### config.mk
export PLATFORM = sky130hd
export DESIGN_NAME = inst_fetch_stage
export DESIGN_NICKNAME = d
export VERILOG_FILES = /design/src/rtl/inst_fetch_stage.sv
export SDC_FILE = /design/constraint.sdc
export NUM_CORES = 1
export LEC_CHECK = 0
export ABC_AREA = 1
export BUFFER_PORTS_ARGS = -buffer_cell sky130_fd_sc_hd__buf_2
export CELL_PAD_IN_SITES_DETAIL_PLACEMENT = 1
export CELL_PAD_IN_SITES_GLOBAL_PLACEMENT = 1
export CORE_ASPECT_RATIO = 1.1
export CORE_MARGIN = 5
export CORE_UTILIZATION = 30
export DETAILED_ROUTE_END_ITERATION = 10
export PLACE_DENSITY_LB_ADDON = 0.1
export RECOVER_POWER = 100
export SYNTH_ARGS = -nofsm -noshare
export SYNTH_HDL_FRONTEND = slang
export SYNTH_SLANG_ARGS = --single-unit
### constraint.sdc
create_clock -name clk -period 2.1 [get_ports clk]
set_input_delay 0.63 -clock clk [delete_from_list [all_inputs] [get_ports clk]]
set_output_delay 0.63 -clock clk [all_outputs]
set_load 0.02 [all_outputs]
### src/rtl/inst_fetch_stage.sv
// Fetch stage: owns the PC, drives the instruction ROM and fills the IF/ID latch.
// Handles stall, delayed-branch redirect, exception flush and halt.
module inst_fetch_stage #(
  parameter int                    ADDR_WIDTH = 32,
  parameter int                    INST_WIDTH = 32,
  parameter logic [ADDR_WIDTH-1:0] RESET_PC   = '0,
  parameter logic [ADDR_WIDTH-1:0] FLUSH_PC   = '0
) (
  input  logic                  clk,
  input  logic                  rst,
  input  logic                  stall_i,
  input  logic                  branch_i,
  input  logic [ADDR_WIDTH-1:0] branch_addr_i,
  input  logic                  flush_i,
  input  logic                  halt_i,
  output logic                  rom_enable_o,
  output logic [ADDR_WIDTH-1:0] rom_addr_o,
  input  logic [INST_WIDTH-1:0] rom_inst_i,
  output logic [ADDR_WIDTH-1:0] id_pc_o,
  output logic [INST_WIDTH-1:0] id_inst_o,
  output logic                  id_valid_o,
  output logic                  id_addr_err_o
);

  typedef enum logic [1:0] {BOOT, RUN, HALT} state_t;

  state_t                state_reg;
  logic [ADDR_WIDTH-1:0] pc_reg;
  logic [ADDR_WIDTH-1:0] id_pc_reg;
  logic [INST_WIDTH-1:0] id_inst_reg;
  logic                  id_valid_reg;
  logic                  id_addr_err_reg;
  logic                  misaligned;

  assign misaligned    = |pc_reg[1:0];
  assign rom_enable_o  = (state_reg == RUN);
  assign rom_addr_o    = pc_reg;
  assign id_pc_o       = id_pc_reg;
  assign id_inst_o     = id_inst_reg;
  assign id_valid_o    = id_valid_reg;
  assign id_addr_err_o = id_addr_err_reg;

  always_ff @(posedge clk) begin
    if (rst) begin
      state_reg       <= BOOT;
      pc_reg          <= RESET_PC;
      id_pc_reg       <= '0;
      id_inst_reg     <= '0;
      id_valid_reg    <= 1'b0;
      id_addr_err_reg <= 1'b0;
    end else begin
      case (state_reg)
        BOOT: begin
          state_reg <= RUN;
          pc_reg    <= RESET_PC;
          if (!stall_i) begin
            id_valid_reg    <= 1'b0;
            id_inst_reg     <= '0;
            id_addr_err_reg <= 1'b0;
          end
        end
        RUN: begin
          if (flush_i) begin
            id_valid_reg    <= 1'b0;
            id_inst_reg     <= '0;
            id_addr_err_reg <= 1'b0;
            pc_reg          <= FLUSH_PC;
          end else begin
            if (halt_i) state_reg <= HALT;
            // A branch still lets the current word through: it is the delay slot.
            if (!stall_i) begin
              id_pc_reg       <= pc_reg;
              id_valid_reg    <= 1'b1;
              id_inst_reg     <= misaligned ? '0 : rom_inst_i;
              id_addr_err_reg <= misaligned;
              pc_reg          <= branch_i ? branch_addr_i : pc_reg + ADDR_WIDTH'(4);
            end
          end
        end
        HALT: begin
          if (flush_i) begin
            state_reg       <= RUN;
            pc_reg          <= FLUSH_PC;
            id_valid_reg    <= 1'b0;
            id_inst_reg     <= '0;
            id_addr_err_reg <= 1'b0;
          end else if (!stall_i) begin
            id_valid_reg    <= 1'b0;
            id_inst_reg     <= '0;
            id_addr_err_reg <= 1'b0;
          end
        end
        default: state_reg <= BOOT;
      endcase
    end
  end

endmodule
==> run summary, run 1 <==
CTS max path bufs: 2
outcome: finished clean
1st-iter DRT viols: 149
Final period util: 0.929
ratio of cells with drive above 1 in the final layout: 0.154
setup TNS: 0 ns
final-layout fill cell count: 2156
fin nets: 953
core region area: 16200 um2
die height: 144 um
clk sinks: 100
cts repair resizes: 0
R2R depth: 9
RSZ-0062 raised after global routing: no
commonest non-fill, non-tap cell in the layout: nand2_1
share of Yosys cell area claimed by the top area cell type: 0.406
Seq/Total Area, Yosys: 0.406
max-cap violations: 0
Vias/cell: 4.91
initial antenna violation count: 0
post-synth top area cell: dfxtp_1
HP Start: id_inst_o[26]
Antenna diodes: 0
per-cell routed wire length: 16.4 um
dpl hpwl: 13200 um
relative slew slack: 0.690
CTS Buf Count: 9
final hold slack: 0.464 ns
Synth Register Bits: 100
antenna viol nets, final: 0
leakage power: 2.24 nW
grt total ovfl: 0
Pre-antenna DRT Iters: 4
mapped cell area: 4930 um2
number of cell rows: 49
most frequent cells in the layout: nand2_1, nor2_1, clkbuf_1
Worst Clk Skew: 0.00815 ns
worst skew pair latency: 0.35 ns
Mapped Cells: 719
Final Hold Viols: 0
Root Buffer Master: clkbuf_16
IO Count: 169
hold path cells: 2
first-pass GRT wire length: 28800 um
total length of routed wires: 17800 um
Yosys warning count: 0
Post-CTS Hold Fix Bufs: 0
# setup viols final: 0
RR Startpoint: state_reg[1]
syn_area_per_cell: 6.86 um2
Final min period: 1.95 ns
CTS tree: built
CP Class: flip-flop to output pin
Worst-path clk slew: 0.07 ns
Critical Path Fanout Max: 5
Synthesized Nets: 795
Initial Util: 0.304
pwr/cell area: 916 nW/um2
PortBufs: 168
Worst R2R End: id_inst_o[3]
worst min path class: flip-flop to flip-flop
area delta synth->final: 25.7%
Setup Fix Bufs, Post-CTS: 0
Max H-tree Level: 3
detailed-route via count: 5331
post-synth cell types: 28
die width: 132 um
crit path DAT: 1.32 ns
GR Util All Layers: 0.184
DRC viols: 0
Tightest Pin Transition: 0.464 ns
largest net degree at the start of global routing: 67
critical path required time: 1.47 ns
RD Place Congestion: 0.812
ranking of synthesized cells by area: dfxtp_1, nand2_1, nor2_1
vias in the first global route: 5645
Max Fclk: 0.513 GHz
Hold Path Sink: id_inst_o[26]
Peak supply drop: 631 uV
R2R setup slack: 0.21 ns
nature of the critical path endpoint: output pin
Setup crit start kind: flip-flop
die area: 19100 um2
Final Max Slew Viols: 0
-- cell families after synthesis --
| group | Yosys count | share of synthesized area |
|---|---|---|
| buf+inv | 81 | 0.0731 |
| xor+xnor | 8 | 0.0142 |
| flops | 100 | 0.406 |
| fa+ha+maj | 6 | 0.0152 |
| compound gates | 141 | 0.153 |
| simple gates | 383 | 0.339 |
-- how the worst max path moves through the flow --
| stage | from | to | cells after the start |
|---|---|---|---|
| 3_5_place_dp | flush_i | rom_addr_o[3] | 8 |
| 3_3_place_gp | flush_i | rom_addr_o[2] | 10 |
| 5_1_grt | state_reg[0] | id_inst_o[3] | 8 |
| 6_report | state_reg[1] | rom_enable_o | 3 |
| 4_1_cts | state_reg[1] | rom_enable_o | 3 |
| 2_1_floorplan | state_reg[1] | rom_addr_o[28] | 13 |
-- where the power goes --
part	total, mW	internal (mW)	leakage, nW	switching [mW]
Combinational	1.75	0.524	1.29	1.22
Clock	1.73	0.963	0.144	0.765
Sequential	2.20	2.07	0.809	0.137
-- area by class of cell --
class | instances | area, um2 | share of cell area
Multi-Input combinational cell | 538 | 2550 | 0.412
Sequential cell | 100 | 2000 | 0.323
Timing Repair Buffer | 189 | 950 | 0.153
Tap cell | 204 | 255 | 0.0412
Clock buffer | 13 | 250 | 0.0404
Inverter | 39 | 146 | 0.0236
Clock inverter | 3 | 43.8 | 0.00706
-- cells in the mapped netlist --
cell,number
a211oi_1,1
a21oi_1,79
a21oi_2,10
buf_2,6
buf_4,9
buf_6,2
clkbuf_1,25
clkinv_1,2
dfxtp_1,100
ha_1,6
inv_1,34
inv_2,3
nand2_1,171
nand2_2,4
nand3_1,39
nand4_1,35
nor2_1,107
nor2_2,19
nor2_4,4
o211ai_1,2
o21ai_0,46
o21ai_1,2
o21bai_1,1
or2_0,2
or2_1,1
or2_2,1
xnor2_1,4
xor2_1,4
-- routing by layer --
layer / vias up / global-route usage / share of wire
met5: - / 0 / 0
met4: 0 / 0.0584 / 0.016
met3: 16 / 0.0369 / 0.049
met2: 127 / 0.331 / 0.49
met1: 2518 / 0.221 / 0.44
li1: 2670 / - / -
-- per-stage QoR --
stage	power [mW]	cell area [um2]	utilization	setup WS [ns]	std cells
2_1_floorplan	3.43	4930	-	0.378	719
4_1_cts	5.82	6350	0.391	0.157	1086
3_3_place_gp	4.02	6060	0.373	0.290	1070
5_1_grt	6.02	6200	0.382	0.0285	1086
3_5_place_dp	4.07	6060	0.373	0.176	1070
6_report	5.68	6200	0.382	0.149	1086
-- critical path, cell delays in order, from the launching register on --
cell and delay (ns):
dfxtp_1 0.35, inv_1 0.10, ha_1 0.24, clkbuf_1 0.28
(Power assumes the default switching activity.)
==> run 2, diff against run 1 <==
Settings changed: ABC_AREA 1 to unset, CAP_MARGIN set to 20.
==> run summary, run 2 <==
die height: 138 um
Final Hold Viols: 0
clk sinks: 100
Multi-input gate area: 2270 um2
Worst-path clk slew: 0.07 ns
Setup crit start kind: flip-flop
Final period util: 0.937
Initial Util: 0.307
Pre-antenna DRT Iters: 4
largest net degree at the start of global routing: 71
GR Util All Layers: 0.184
dpl hpwl: 11700 um
Max H-tree Level: 3
fin nets: 801
vias in the first global route: 5064
number of cell rows: 46
Antenna diodes: 0
Final Max Slew Viols: 0
Setup Fix Bufs, Post-CTS: 0
Max Fclk: 0.508 GHz
overall power: 4.13 mW
mapped cell area: 4460 um2
PortBufs: 168
# setup viols final: 0
Setup WS pre-CTS: 0.0855 ns
Mapped Cells: 537
CP Class: flip-flop to output pin
Final min period: 1.97 ns
Post-synth EDFFs: 0
antenna viol nets, final: 0
Setup crit start: state_reg[1]
worst min path class: flip-flop to flip-flop
Worst Clk Skew: 0.00744 ns
Vias/cell: 5.16
crit path DAT: 1.34 ns
leading cell types by count after synthesis: dfxtp_1, nand2_1, a21oi_1, nor2_1, a22oi_1
CTS tree: built
worst skew pair latency: 0.36 ns
max-cap violations: 0
RR Startpoint: state_reg[0]
Root Buffer Master: clkbuf_16
core region area: 14500 um2
fraction of registers with async set/reset: 0
commonest non-fill, non-tap cell in the layout: dfxtp_1
critical path required time: 1.47 ns
per-cell routed wire length: 17.4 um
pwr/cell area: 695 nW/um2
die area: 17400 um2
setup TNS: 0 ns
Synth Register Bits: 100
Placed Area: 5780 um2
Yosys warning count: 0
leakage power: 2.20 nW
CTS max path bufs: 2
CTS Buf Count: 9
area delta synth->final: 33.3%
RD Place Congestion: 0.767
placed cells: 906
Main synth FF type: dfxtp_1
IO Count: 169
cts repair resizes: 1
share of Yosys cell area claimed by the top area cell type: 0.449
Critical Path Fanout Max: 6
HP Start: id_pc_o[17]
Seq/Total Area, Yosys: 0.449
first-pass GRT wire length: 25800 um
Post-CTS Hold Fix Bufs: 0
grt total ovfl: 0
post-synth top area cell: dfxtp_1
DRC viols: 0
total length of routed wires: 16100 um
Tightest Pin Transition: 0.419 ns
die width: 126 um
final non-filler cell total: 922
Peak supply drop: 319 uV
Synthesized Nets: 613
count leader, synth: dfxtp_1
post-synth cell types: 54
post-route design area: 5940 um2
initial antenna violation count: 2
relative slew slack: 0.718
most frequent cells in the layout: dfxtp_1, clkbuf_1, nand2_1
detailed-route via count: 4759
final setup margin: 0.133 ns
ratio of cells with drive above 1 in the final layout: 0.203
final-layout fill cell count: 1847
ranking of synthesized cells by area: dfxtp_1, a22oi_1, nand2_1
outcome: finished clean
1st-iter DRT viols: 158
nature of the critical path endpoint: output pin
register area: 2000 um2
RSZ-0062 raised after global routing: no
syn_area_per_cell: 8.30 um2
==> run 2: final timing paths <==
kind | cells past startpoint | end | slack [ns]
worst max-delay path | 4 | rom_enable_o | 0.13
worst min-delay path | 2 | id_pc_o[17] | 0.46
worst max register to register | 7 | rom_addr_o[17] | 0.17
worst min register to register | 2 | id_pc_o[17] | 0.46
==> run 2: layer usage <==
layer,vias to the layer above,track usage,wire (um)
met1,2287,0.215,6880
met3,21,0.0551,1050
met4,4,0.0679,245
met2,134,0.321,7890
met5,-,0,14
li1,2313,-,-
==> run 2: cell type report <==
class	instances	area share
clock buffers	9	0.0379
inverters	9	0.00568
repair buffers	213	0.185
flip-flops and latches	100	0.337
clock inverters	7	0.0112
well taps	192	0.0404
multi-input cells	392	0.382
==> run 2: stage by stage <==
step | hold slack [ns] | utilization
2_1_floorplan | 0.498 | -
3_3_place_gp | 0.438 | 0.399
3_5_place_dp | 0.443 | 0.399
4_1_cts | 0.453 | 0.419
5_1_grt | 0.473 | 0.410
6_report | 0.455 | 0.410
==> run 2: cells by family after synthesis <==
| kind of cell | after synthesis | share of synthesized area |
|---|---|---|
| and+or+nand+nor | 213 | 0.240 |
| buffers and inverters | 45 | 0.0446 |
| xor gates and xnor gates | 8 | 0.0157 |
| muxes | 1 | 0.00224 |
| AOI/OAI and AO/OA | 164 | 0.231 |
| adders and majority gates | 6 | 0.0168 |
| DFF | 100 | 0.449 |
==> run 2: power by group <==
group          leakage [nW]  internal [mW]  switching (mW)
Clock                 0.145          0.920           0.767
Combinational          1.25          0.192           0.313
Sequential            0.807           1.92          0.0211
==> run 2: worst max-delay path: stages (launching register included) <==
cell      delay [ns]
dfxtp_2         0.35
inv_1           0.08
ha_2            0.24
buf_4           0.15
clkbuf_2        0.17
